===== src/rtl/button_conditioner.sv =====
// Four-button front end: two-flop synchroniser and debounce per button, registered
// rising-edge pulses, and a fixed-priority direction command (U > D > L > R).

module button_channel #(
  parameter int DEBOUNCE_CYCLES = 1_000_000,
  parameter int CNT_W           = 20
) (
  input  logic clk,
  input  logic rst_n,
  input  logic raw,
  output logic level,
  output logic rise
);
  typedef enum logic {STABLE, CHANGING} state_t;

  localparam logic [CNT_W-1:0] LAST = CNT_W'(DEBOUNCE_CYCLES - 1);

  logic             s1, s2;
  logic [CNT_W-1:0] cnt, cnt_nxt;
  logic             level_nxt;
  state_t           state;

  // Plain flop-to-flop synchroniser.
  always_ff @(posedge clk or negedge rst_n) begin
    if (!rst_n) begin
      s1 <= 1'b0;
      s2 <= 1'b0;
    end else begin
      s1 <= raw;
      s2 <= s1;
    end
  end

  // The phase follows directly from the synced input against the accepted level.
  always_comb begin
    state     = (s2 != level) ? CHANGING : STABLE;
    cnt_nxt   = '0;
    level_nxt = level;
    case (state)
      STABLE:   cnt_nxt = '0;
      CHANGING: begin
        if (cnt == LAST) begin
          level_nxt = s2;
          cnt_nxt   = '0;
        end else begin
          cnt_nxt = cnt + CNT_W'(1);
        end
      end
      default:  cnt_nxt = '0;
    endcase
  end

  assign rise = level_nxt & ~level;

  always_ff @(posedge clk or negedge rst_n) begin
    if (!rst_n) begin
      cnt   <= '0;
      level <= 1'b0;
    end else begin
      cnt   <= cnt_nxt;
      level <= level_nxt;
    end
  end
endmodule

module button_conditioner #(
  parameter int DEBOUNCE_CYCLES = 1_000_000,
  parameter int CNT_W           = 20
) (
  input  logic       CLK,
  input  logic       RESET,
  input  logic       BTN_U_RAW,
  input  logic       BTN_D_RAW,
  input  logic       BTN_L_RAW,
  input  logic       BTN_R_RAW,
  output logic       BTN_U,
  output logic       BTN_D,
  output logic       BTN_L,
  output logic       BTN_R,
  output logic [3:0] PRESS,
  output logic [1:0] DIR,
  output logic       DIR_VALID
);
  localparam int NUM_LANES = 4;

  logic [NUM_LANES-1:0] raw, level, rise;
  logic [1:0]           dir_nxt;

  assign raw = {BTN_R_RAW, BTN_L_RAW, BTN_D_RAW, BTN_U_RAW};

  button_channel #(
    .DEBOUNCE_CYCLES(DEBOUNCE_CYCLES),
    .CNT_W          (CNT_W)
  ) u_ch [NUM_LANES-1:0] (
    .clk  (CLK),
    .rst_n(RESET),
    .raw  (raw),
    .level(level),
    .rise (rise)
  );

  assign {BTN_R, BTN_L, BTN_D, BTN_U} = level;

  // Lower-priority simultaneous presses are dropped; the direction code is the lane index.
  always_comb begin
    dir_nxt = DIR;
    if      (rise[0]) dir_nxt = 2'd0;
    else if (rise[1]) dir_nxt = 2'd1;
    else if (rise[2]) dir_nxt = 2'd2;
    else if (rise[3]) dir_nxt = 2'd3;
  end

  // Registered off the channels' next-state so PRESS lands in the first cycle the level is high.
  always_ff @(posedge CLK or negedge RESET) begin
    if (!RESET) begin
      PRESS     <= '0;
      DIR       <= 2'd0;
      DIR_VALID <= 1'b0;
    end else begin
      PRESS     <= rise;
      DIR       <= dir_nxt;
      DIR_VALID <= |rise;
    end
  end
endmodule


===== config.mk =====
export PLATFORM = sky130hd
export DESIGN_NAME = button_conditioner
export DESIGN_NICKNAME = d
export VERILOG_FILES = /design/src/rtl/button_conditioner.sv
export SDC_FILE = /design/constraint.sdc
export NUM_CORES = 1
export LEC_CHECK = 0
export ABC_AREA = 1
export BUFFER_PORTS_ARGS = -buffer_cell sky130_fd_sc_hd__buf_2
export CAP_MARGIN = 10
export CORE_UTILIZATION = 56
export CTS_CLUSTER_SIZE = 28
export DETAILED_ROUTE_END_ITERATION = 10
export HOLD_SLACK_MARGIN = 0.06
export PLACE_DENSITY = 0.78
export REMOVE_ABC_BUFFERS = 1
export SYNTH_ARGS = -nofsm -noshare
export SYNTH_HDL_FRONTEND = slang
export SYNTH_SLANG_ARGS = --single-unit

===== constraint.sdc =====
create_clock -name CLK -period 1.4 [get_ports CLK]
set_input_delay 0.07 -clock CLK [delete_from_list [all_inputs] [get_ports CLK]]
set_output_delay 0.07 -clock CLK [all_outputs]
set_load 0.02 [all_outputs]

# Word level (Yosys, flattened, before mapping)
# Index checks and enable logic that the tools add are counted.
[word_totals]
mem_count = 0
word_cells = 69
inputBits = 6
romBits = 0
output_inout_bits = 11
ff_bits = 99
mem_bits_rw = 0
latchBits = 0
[classes]
order_cmp = 0
n_bitwise = 12
n_mul = 0
n_addsub = 4
n_reduce_logical = 2
div = 0
n_mux = 24
shift = 0
n_eq_ne = 8
[ops]
columns = ["operator", "count"]
rows = [
  ["$pmux 20 s2", 4],
  ["$add 20x1->20 const B", 4],
  ["$eq 20x20->1 const B", 4],
  ["$mux 20", 4],
  ["$mux 1", 12],
  ["$mux 2", 4],
  ["$not 1->1", 8],
  ["$and 1x1->1", 4],
  ["$ne 1x1->1", 4],
  ["$reduce_bool 4->1", 1],
  ["$reduce_or 4->1", 1],
]

# Longest topological paths before layout
# Gate-level depths: netlist of run 1.
[logic_depth]
depth_word = 8
mapped_depth = 10

# By module
# A second synthesis of run 1 with hierarchy kept.
[unflattened]
hier_cells = 684
hier_area_um2 = 5718.0
[by_module_without_submodules]
columns = ["mod", "area_per_inst_um2", "cells_each", "instances"]
rows = [
  ["button_channel", 1370.1, 166, 4],
  ["button_conditioner", 237.7, 20, 1],
]

# Worst setup path after synthesis of run 1
# No wires, ideal clock.
[synth_timing]
path_kind = "register -> register"
startpoint = "reg u_ch[3].cnt[0]"
endpoint = "reg u_ch[3].cnt[13]"
required_ns = 1.281
stages_incl_launch_ff = 9
path_buffers = 1
setup_slack_ns = -0.092
arrival_time_ns = 1.373
cell_sequence = "dfrtp_1 > ha_1 > inv_1 > nor3_4 > nand3_2 > nand2_2 > buf_6 > a21oi_1 > o21a_1"
[synth_via]
elab_chain_len = 3
[synth_lines]
columns = ["element", "line", "rtl"]
rows = [
  ["start, declared", "19", "logic [CNT_W-1:0] cnt, cnt_nxt;"],
  ["start signal, assigned", "60", "cnt <= cnt_nxt;"],
  ["$add 20x1->20 or $eq 20x20->1 (tied branches)", "46, 42", ""],
  ["$mux 20 *", "42", "if (cnt == LAST) begin"],
  ["$pmux 20 s2 *", "39", "case (state)"],
  ["net u_ch[3].cnt_nxt[13]", "19", ""],
]
# The timed path passes the listed nets; every way through them passes the cells marked *.
# A chain may end at the register's enable or synchronous reset.

# Worst setup path after layout of run 1
[layout_timing]
startpoint = "reg u_ch[2].cnt[15]"
endpoint = "reg DIR[0]"
[layout_via]
elab_chain_len = 7
[layout_lines]
columns = ["element", "line", "rtl"]
rows = [
  ["start, declared", "19", ""],
  ["start signal, assigned", "60", ""],
  ["$eq 20x20->1 *", "42", ""],
  ["$mux 1 *", "42", ""],
  ["$mux 1 *", "39", ""],
  ["$and 1x1->1 *", "53", "assign rise = level_nxt & ~level;"],
  ["$mux 2", "109", "else if (rise[2]) dir_nxt = 2'd2;"],
  ["$mux 2", "108", "else if (rise[1]) dir_nxt = 2'd1;"],
  ["$mux 2", "107", "if (rise[0]) dir_nxt = 2'd0;"],
  ["end signal, assigned", "121", "DIR <= dir_nxt;"],
  ["end, declared", "81", "output logic [1:0] DIR,"],
]
# Mark *: on every way between the ends. The rest lies on a longest branch, timed or not.

==> flow_summary.json, run 1 <==
{
  "grt_pass1_wl_mm": 22.8,
  "final_area_um2": 7450,
  "critPathMaxStageDelay_ns": 0.45,
  "slew_violations": 0,
  "fin_crit_sh_pct": 115,
  "vdd_drop_max_uv": 564,
  "fmax_mhz": 620,
  "whs_ns": 0.0864,
  "area_growth_pct": 43.4,
  "leakage_nw": 3.44,
  "criticalPathCategory": "register to register",
  "worst_ep_arrival_time_ns": 1.89,
  "ys_types": 34,
  "powerDensity_nw_per_um2": 689,
  "dr.max_layer_used": "met4",
  "syn_area_um2": 5200,
  "firstDrtPassIters": 5,
  "cts.clk_slew.worst_paths_ns": 0.12,
  "die_h_um": 98.3,
  "synth_top_family_by_area": "simple AND/OR/NAND/NOR gates",
  "placedCellCount": 881,
  "regArea_um2": 2490,
  "synth.area.mux_share_pct": 0,
  "dpl_cell_area_um2": 6000,
  "fin_nets": 848,
  "drc": 0,
  "core-area_um2": 8850,
  "final_cells": 951,
  "clock_skew_ns": 0.0147,
  "io_buffers": 16,
  "place_ws_ns": -0.151,
  "gr-total-overflow": 0,
  "rows": 34,
  "yosys.area.top_type": "dfrtp_1",
  "drv_cap": 0,
  "die_w_um": 98.3,
  "antenna_found_initial": 0,
  "num_vias": 5568,
  "dr_wl_met3_mm": 1.23,
  "tightest_slew_ns": 0.351,
  "netlist_top_cells_area": "dfrtp_1, nor2_1, nand2_1",
  "synthArstFlopShare_pct": 100,
  "cts_tree": "built",
  "num-fill-cells": 436,
  "insertion_delay_ns": 0.39,
  "synth_top_cell_area_share_pct": 47.7,
  "worstRegToRegCells": 9,
  "detailedPlacementHpwl_mm": 9.08,
  "outcome": "finished with violations",
  "synth-compound-area-share_pct": 4.43,
  "synthAdderAreaFrac_pct": 0.963,
  "setup_violations": 58,
  "synth_warnings": 0,
  "clock_sinks": 99,
  "cts_made_buffers": 9,
  "worstPathRequired_ns": 1.68,
  "wl_per_cell_um": 17.8,
  "htreeDepth": 3,
  "antenna_cells": 0,
  "track_usage_pct": 29.3,
  "drive_gt1_share_pct": 41.5,
  "synth_xor_area_share_pct": 5.39,
  "crit_path_frequent_cell": "nand2_1",
  "cts_root_buffer": "clkbuf_8",
  "crit_path_start_kind": "register",
  "layout_min_cycle_time_ns": 1.61,
  "violations": "setup timing",
  "yosys.area_share.simple_pct": 34.6,
  "finalHoldViolCount": 0,
  "hold_class": "primary input to async pin",
  "clk_path_buf_depth": 2,
  "rsz0062_at_grt": "true",
  "setup_ws_ns": -0.212,
  "ant_nets": 0,
  "drtIter0Drc": 373,
  "routed_via_density": 5.85,
  "crit_slowest_cell": "dfrtp_1",
  "die_area_um2": 9670,
  "wl_met2_mm": 8.57,
  "setup_tns_ns": -4.18,
  "gp_congestion": 0.926,
  "netlist_instances": 681,
  "synth.yosys.seq_area_share_pct": 47.7,
  "slew_headroom_pct": 76.6,
  "io-pin-count": 17,
  "ys.flop_type": "dfrtp_1",
  "ys_seq_elements": 99,
  "grt_max_degree": 59,
  "avgSynthCellArea_um2": 7.63,
  "cp_max_fo": 4,
  "wl_met1_mm": 6.24,
  "grt_pass1_vias": 5094,
  "multiInputGateArea_um2": 3080,
  "wirelength_mm": 16.9,
  "synth_edf_count": 0,
  "worstPathCellList": "buf_4 -> nor2_1 -> nand3_1 -> nor2_2 -> nand3_4 -> nand2_2 -> nand2_1 -> nand2_1 -> nand2_1",
  "initial_core_util_pct": 58.7,
  "worst_setup_path_end_kind": "register"
}
flip-flops by register name, indices dropped and copies added, names as in the netlist:
| name | flops |
|---|---|
| u_ch.cnt | 80 |
| u_ch.level | 4 |
| DIR | 2 |
| u_ch.s2 | 4 |
| DIR_VALID | 1 |
| u_ch.s1 | 4 |
| PRESS | 4 |
repair_timing:
action	CTS	global route
resized for setup	64	192
endpoints found under the setup margin	57	76
hold buffers	5	0
pin swaps	25	62
hold endpoints to repair	103	0
buffers inserted	20	29
gates cloned	0	0
metrics by stage:
step                      utilization, %  power, mW
after global routing                84.2       5.32
after CTS                           74.5       5.06
after floorplan                        -       3.08
final                               84.2       5.14
after global placement              67.8       3.21
after detailed placement            67.8       3.22
layer usage:
| metal | vias to the layer above | track usage (%) |
|---|---|---|
| li1 | 2467 | - |
| met1 | 2670 | 37.7 |
| met2 | 334 | 50.4 |
| met3 | 97 | 4.87 |
| met4 | 0 | 10.4 |
| met5 | - | 0 |
cells by family after synthesis:
| group | after synthesis |
|---|---|
| compound gates | 42 |
| simple gates | 410 |
| buf+inv | 94 |
| fa+ha+maj | 4 |
| xor+xnor | 32 |
| flops | 99 |
worst max-delay path: cells and delay by family (launching register included):
family,cells,cell delay [ns]
buf+inv,1,0.17
simple gates,8,0.91
flops,1,0.45
layout by cell type (no fill, tap or decap), types with 3 or more instances in the layout:
master and n:
a21oi_1 10, a21oi_2 7, a31oi_1 3, buf_2 15, buf_4 110, buf_6 17
clkbuf_8 9, clkinvlp_4 3, dfrtp_1 86, dfrtp_2 13, dlygate4sd3_1 5, ha_4 3
inv_1 69, inv_2 14, inv_4 6, nand2_1 103, nand2_2 27, nand2_4 11
nand2_8 3, nand3_1 17, nand3_2 8, nand3_4 8, nand4_1 26, nor2_1 115
nor2_2 33, nor2_4 19, nor3_1 9, nor3_2 11, nor3_4 5, o21ai_0 6
o21ai_1 5, o21ai_2 6, or2_2 4, xnor2_1 10, xor2_1 20
report_power, final:
part	total [mW]	internal (mW)	leakage (nW)	switching [mW]
Clock	1.83	0.690	0.0911	1.14
Sequential	2.94	2.90	1.33	0.0471
Combinational	0.361	0.151	2.02	0.210
Total	5.14	3.74	3.44	1.40
worst paths after layout:
check	start	to	slack [ns]
min in group CLK	BTN_U_RAW	u_ch[0].s1$_DFF_PN0_	0.32
max	u_ch[2].cnt[15]$_DFF_PN0_	DIR[0]$_DFFE_PN0P_	-0.21
max reg2reg	u_ch[2].cnt[15]$_DFF_PN0_	DIR[0]$_DFFE_PN0P_	-0.21
min	RESET	u_ch[0].cnt[19]$_DFF_PN0_	0.09
min reg2reg	u_ch[3].s1$_DFF_PN0_	u_ch[3].s2$_DFF_PN0_	0.36
max in group asynchronous	RESET	u_ch[3].cnt[7]$_DFF_PN0_	0.66
synthesized netlist by cell type, types with 2 or more instances:
library cell	count
nor3_1	23
o21a_1	2
buf_2	2
ha_1	4
nor2_4	3
xnor2_1	11
a31oi_1	3
nand2_2	5
dfrtp_1	99
or2_2	6
o21ai_0	17
inv_2	2
nand3_1	31
nand4_1	26
inv_1	89
xor2_1	21
o21bai_1	2
nand2_1	138
a21oi_1	16
nor2_1	164
nand3b_1	2
nor3b_1	3
final cells by class:
| cell class | instances | share of cell area (%) |
|---|---|---|
| Multi-Input combinational cell | 488 | 41.4 |
| Timing Repair Buffer | 149 | 15.8 |
| Sequential cell | 99 | 33.5 |
| Tap cell | 108 | 1.81 |
| Clock buffer | 9 | 1.66 |
| Inverter | 91 | 4.94 |
| Clock inverter | 7 | 0.924 |
Note: power is estimated with default switching activity, not from simulation.
==> run 2, diff against run 1 <==
Settings changed: REMOVE_ABC_BUFFERS 1 to unset.
==> flow_summary.json, run 2 (synthesis results as in run 1) <==
{
  "outcome": "finished with violations",
  "violations": "DRC, setup timing",
  "leakage_nw": 3.57,
  "worst_ep_arrival_time_ns": 1.89,
  "gr-total-overflow": 0,
  "final_cell_mix": "nor2_1, nand2_1, buf_4",
  "insertion_delay_ns": 0.40,
  "layout_min_cycle_time_ns": 1.60,
  "drive_gt1_share_pct": 43.0,
  "dr_wl_met3_mm": 1.28,
  "finalHoldViolCount": 0,
  "routed_via_density": 6.01,
  "criticalPathCategory": "register to register",
  "clock_sinks": 99,
  "track_usage_pct": 28.7,
  "critPathMaxStageDelay_ns": 0.44,
  "cts_made_buffers": 9,
  "crit_path_start_kind": "register",
  "fmax_mhz": 626,
  "fin_nets": 843,
  "die_area_um2": 9670,
  "io_buffers": 16,
  "antenna_cells": 0,
  "wl_met2_mm": 9.27,
  "cp_max_fo": 4,
  "num-fill-cells": 411,
  "drv_cap": 0,
  "cts_tree": "built",
  "io-pin-count": 17,
  "htreeDepth": 3,
  "powerDensity_nw_per_um2": 713,
  "detailedPlacementHpwl_mm": 8.98,
  "largest_reg_flops": 80,
  "final_cells": 946,
  "die_w_um": 98.3,
  "wl_per_cell_um": 19.3,
  "ant_nets": 0,
  "place_ws_ns": -0.107,
  "worst_setup_path_end_kind": "register",
  "fin_crit_sh_pct": 114,
  "die_h_um": 98.3,
  "worstPathCellList": "inv_1 -> nand4_1 -> nor2_2 -> nand4_1 -> nand2_2 -> nor2_1 -> nand2_1 -> nand2_1",
  "tightest_slew_ns": 0.341,
  "cts_root_buffer": "clkbuf_8",
  "dpl_cell_area_um2": 6030,
  "firstDrtPassIters": 8,
  "setup_violations": 73,
  "core-area_um2": 8850,
  "setup_ws_ns": -0.196,
  "clock_skew_ns": 0.0171,
  "wl_met1_mm": 6.57,
  "vdd_drop_max_uv": 638,
  "drc": 1,
  "initial_core_util_pct": 58.7,
  "clk_path_buf_depth": 2,
  "cts.clk_slew.worst_paths_ns": 0.12,
  "grt_pass1_vias": 4903,
  "placedCellCount": 877,
  "dr.max_layer_used": "met4",
  "wirelength_mm": 18.3,
  "final_common_cell": "nor2_1",
  "grt_max_degree": 33,
  "final_area_um2": 7570,
  "num_vias": 5683,
  "crit_slowest_cell": "dfrtp_1",
  "rows": 34,
  "slew_violations": 0,
  "whs_ns": 0.122,
  "regMostFlops": "u_ch.cnt",
  "rrSetupSlack_ns": -0.20,
  "setup_tns_ns": -5.62,
  "hold_class": "primary input to async pin",
  "rsz0062_at_grt": "true",
  "gp_congestion": 0.936,
  "grt_pass1_wl_mm": 22.1,
  "drtIter0Drc": 400,
  "synth.net_count": 691,
  "area_growth_pct": 45.6,
  "antenna_found_initial": 0,
  "worstPathRequired_ns": 1.69,
  "slew_headroom_pct": 77.3
}
==> run 2: cell types whose count changed in the layout (fill, tap and decap cells not counted), moves of 5 or more <==
cell	previous run	this run
buf_4	110	101
inv_1	69	64
inv_2	14	20
nand2_2	27	22
nand2_4	11	18
nor2_1	115	106
nor2_4	19	28
==> run 2: power by group <==
| part | internal (mW) | switching, mW |
|---|---|---|
| combinational | 0.163 | 0.230 |
| clock | 0.874 | 1.18 |
| sequential | 2.90 | 0.0474 |
==> run 2: area by class of cell <==
| type | count | area (µm²) | area share (%) |
|---|---|---|---|
| clock buffers | 9 | 124 | 1.64 |
| clock inverters | 7 | 92.6 | 1.22 |
| inverters | 91 | 373 | 4.93 |
| multi-input cells | 488 | 3180 | 42.0 |
| flip-flops and latches | 99 | 2490 | 33.0 |
| well taps | 108 | 135 | 1.79 |
| repair buffers | 144 | 1170 | 15.5 |
==> run 2: what timing repair did <==
item                                    4_1_cts  5_1_grt
pin swaps                                    28       82
buffers inserted                             15       34
cloned                                        0        0
resized for setup                            59      216
endpoints found under the hold margin       103        0
endpoints found under the setup margin       53       75
hold buffers                                  5        0
==> run 2: stage by stage <==
| stage | utilization [%] | power, mW |
|---|---|---|
| 3_3_place_gp | 68.1 | 3.23 |
| 5_1_grt | 85.5 | 5.54 |
| 4_1_cts | 74.5 | 5.26 |
| 2_1_floorplan | - | 3.09 |
| 6_report | 85.5 | 5.40 |
| 3_5_place_dp | 68.1 | 3.24 |
==> run 2: worst paths after layout <==
check,end,startpoint,cells past startpoint
min,u_ch[3].cnt[16]$_DFF_PN0_,RESET,2
min in group CLK,u_ch[1].s1$_DFF_PN0_,BTN_D_RAW,2
min reg2reg,u_ch[1].s2$_DFF_PN0_,u_ch[1].s1$_DFF_PN0_,0
max reg2reg,DIR[0]$_DFFE_PN0P_,u_ch[1].cnt[12]$_DFF_PN0_,8
max in group asynchronous,u_ch[0].cnt[0]$_DFF_PN0_,RESET,3
max,DIR[0]$_DFFE_PN0P_,u_ch[1].cnt[12]$_DFF_PN0_,8
==> run 2: worst max-delay path, delay by kind of cell (launching register included) <==
kind | cells | cell delay (ns)
flops | 1 | 0.44
buf+inv | 1 | 0.16
simple gates | 7 | 0.89
==> run 2: metal layers <==
layer	vias to the layer above	global-route usage (%)
met5	-	0
li1	2443	-
met2	371	49.2
met1	2715	35.2
met4	0	12.3
met3	154	5.94
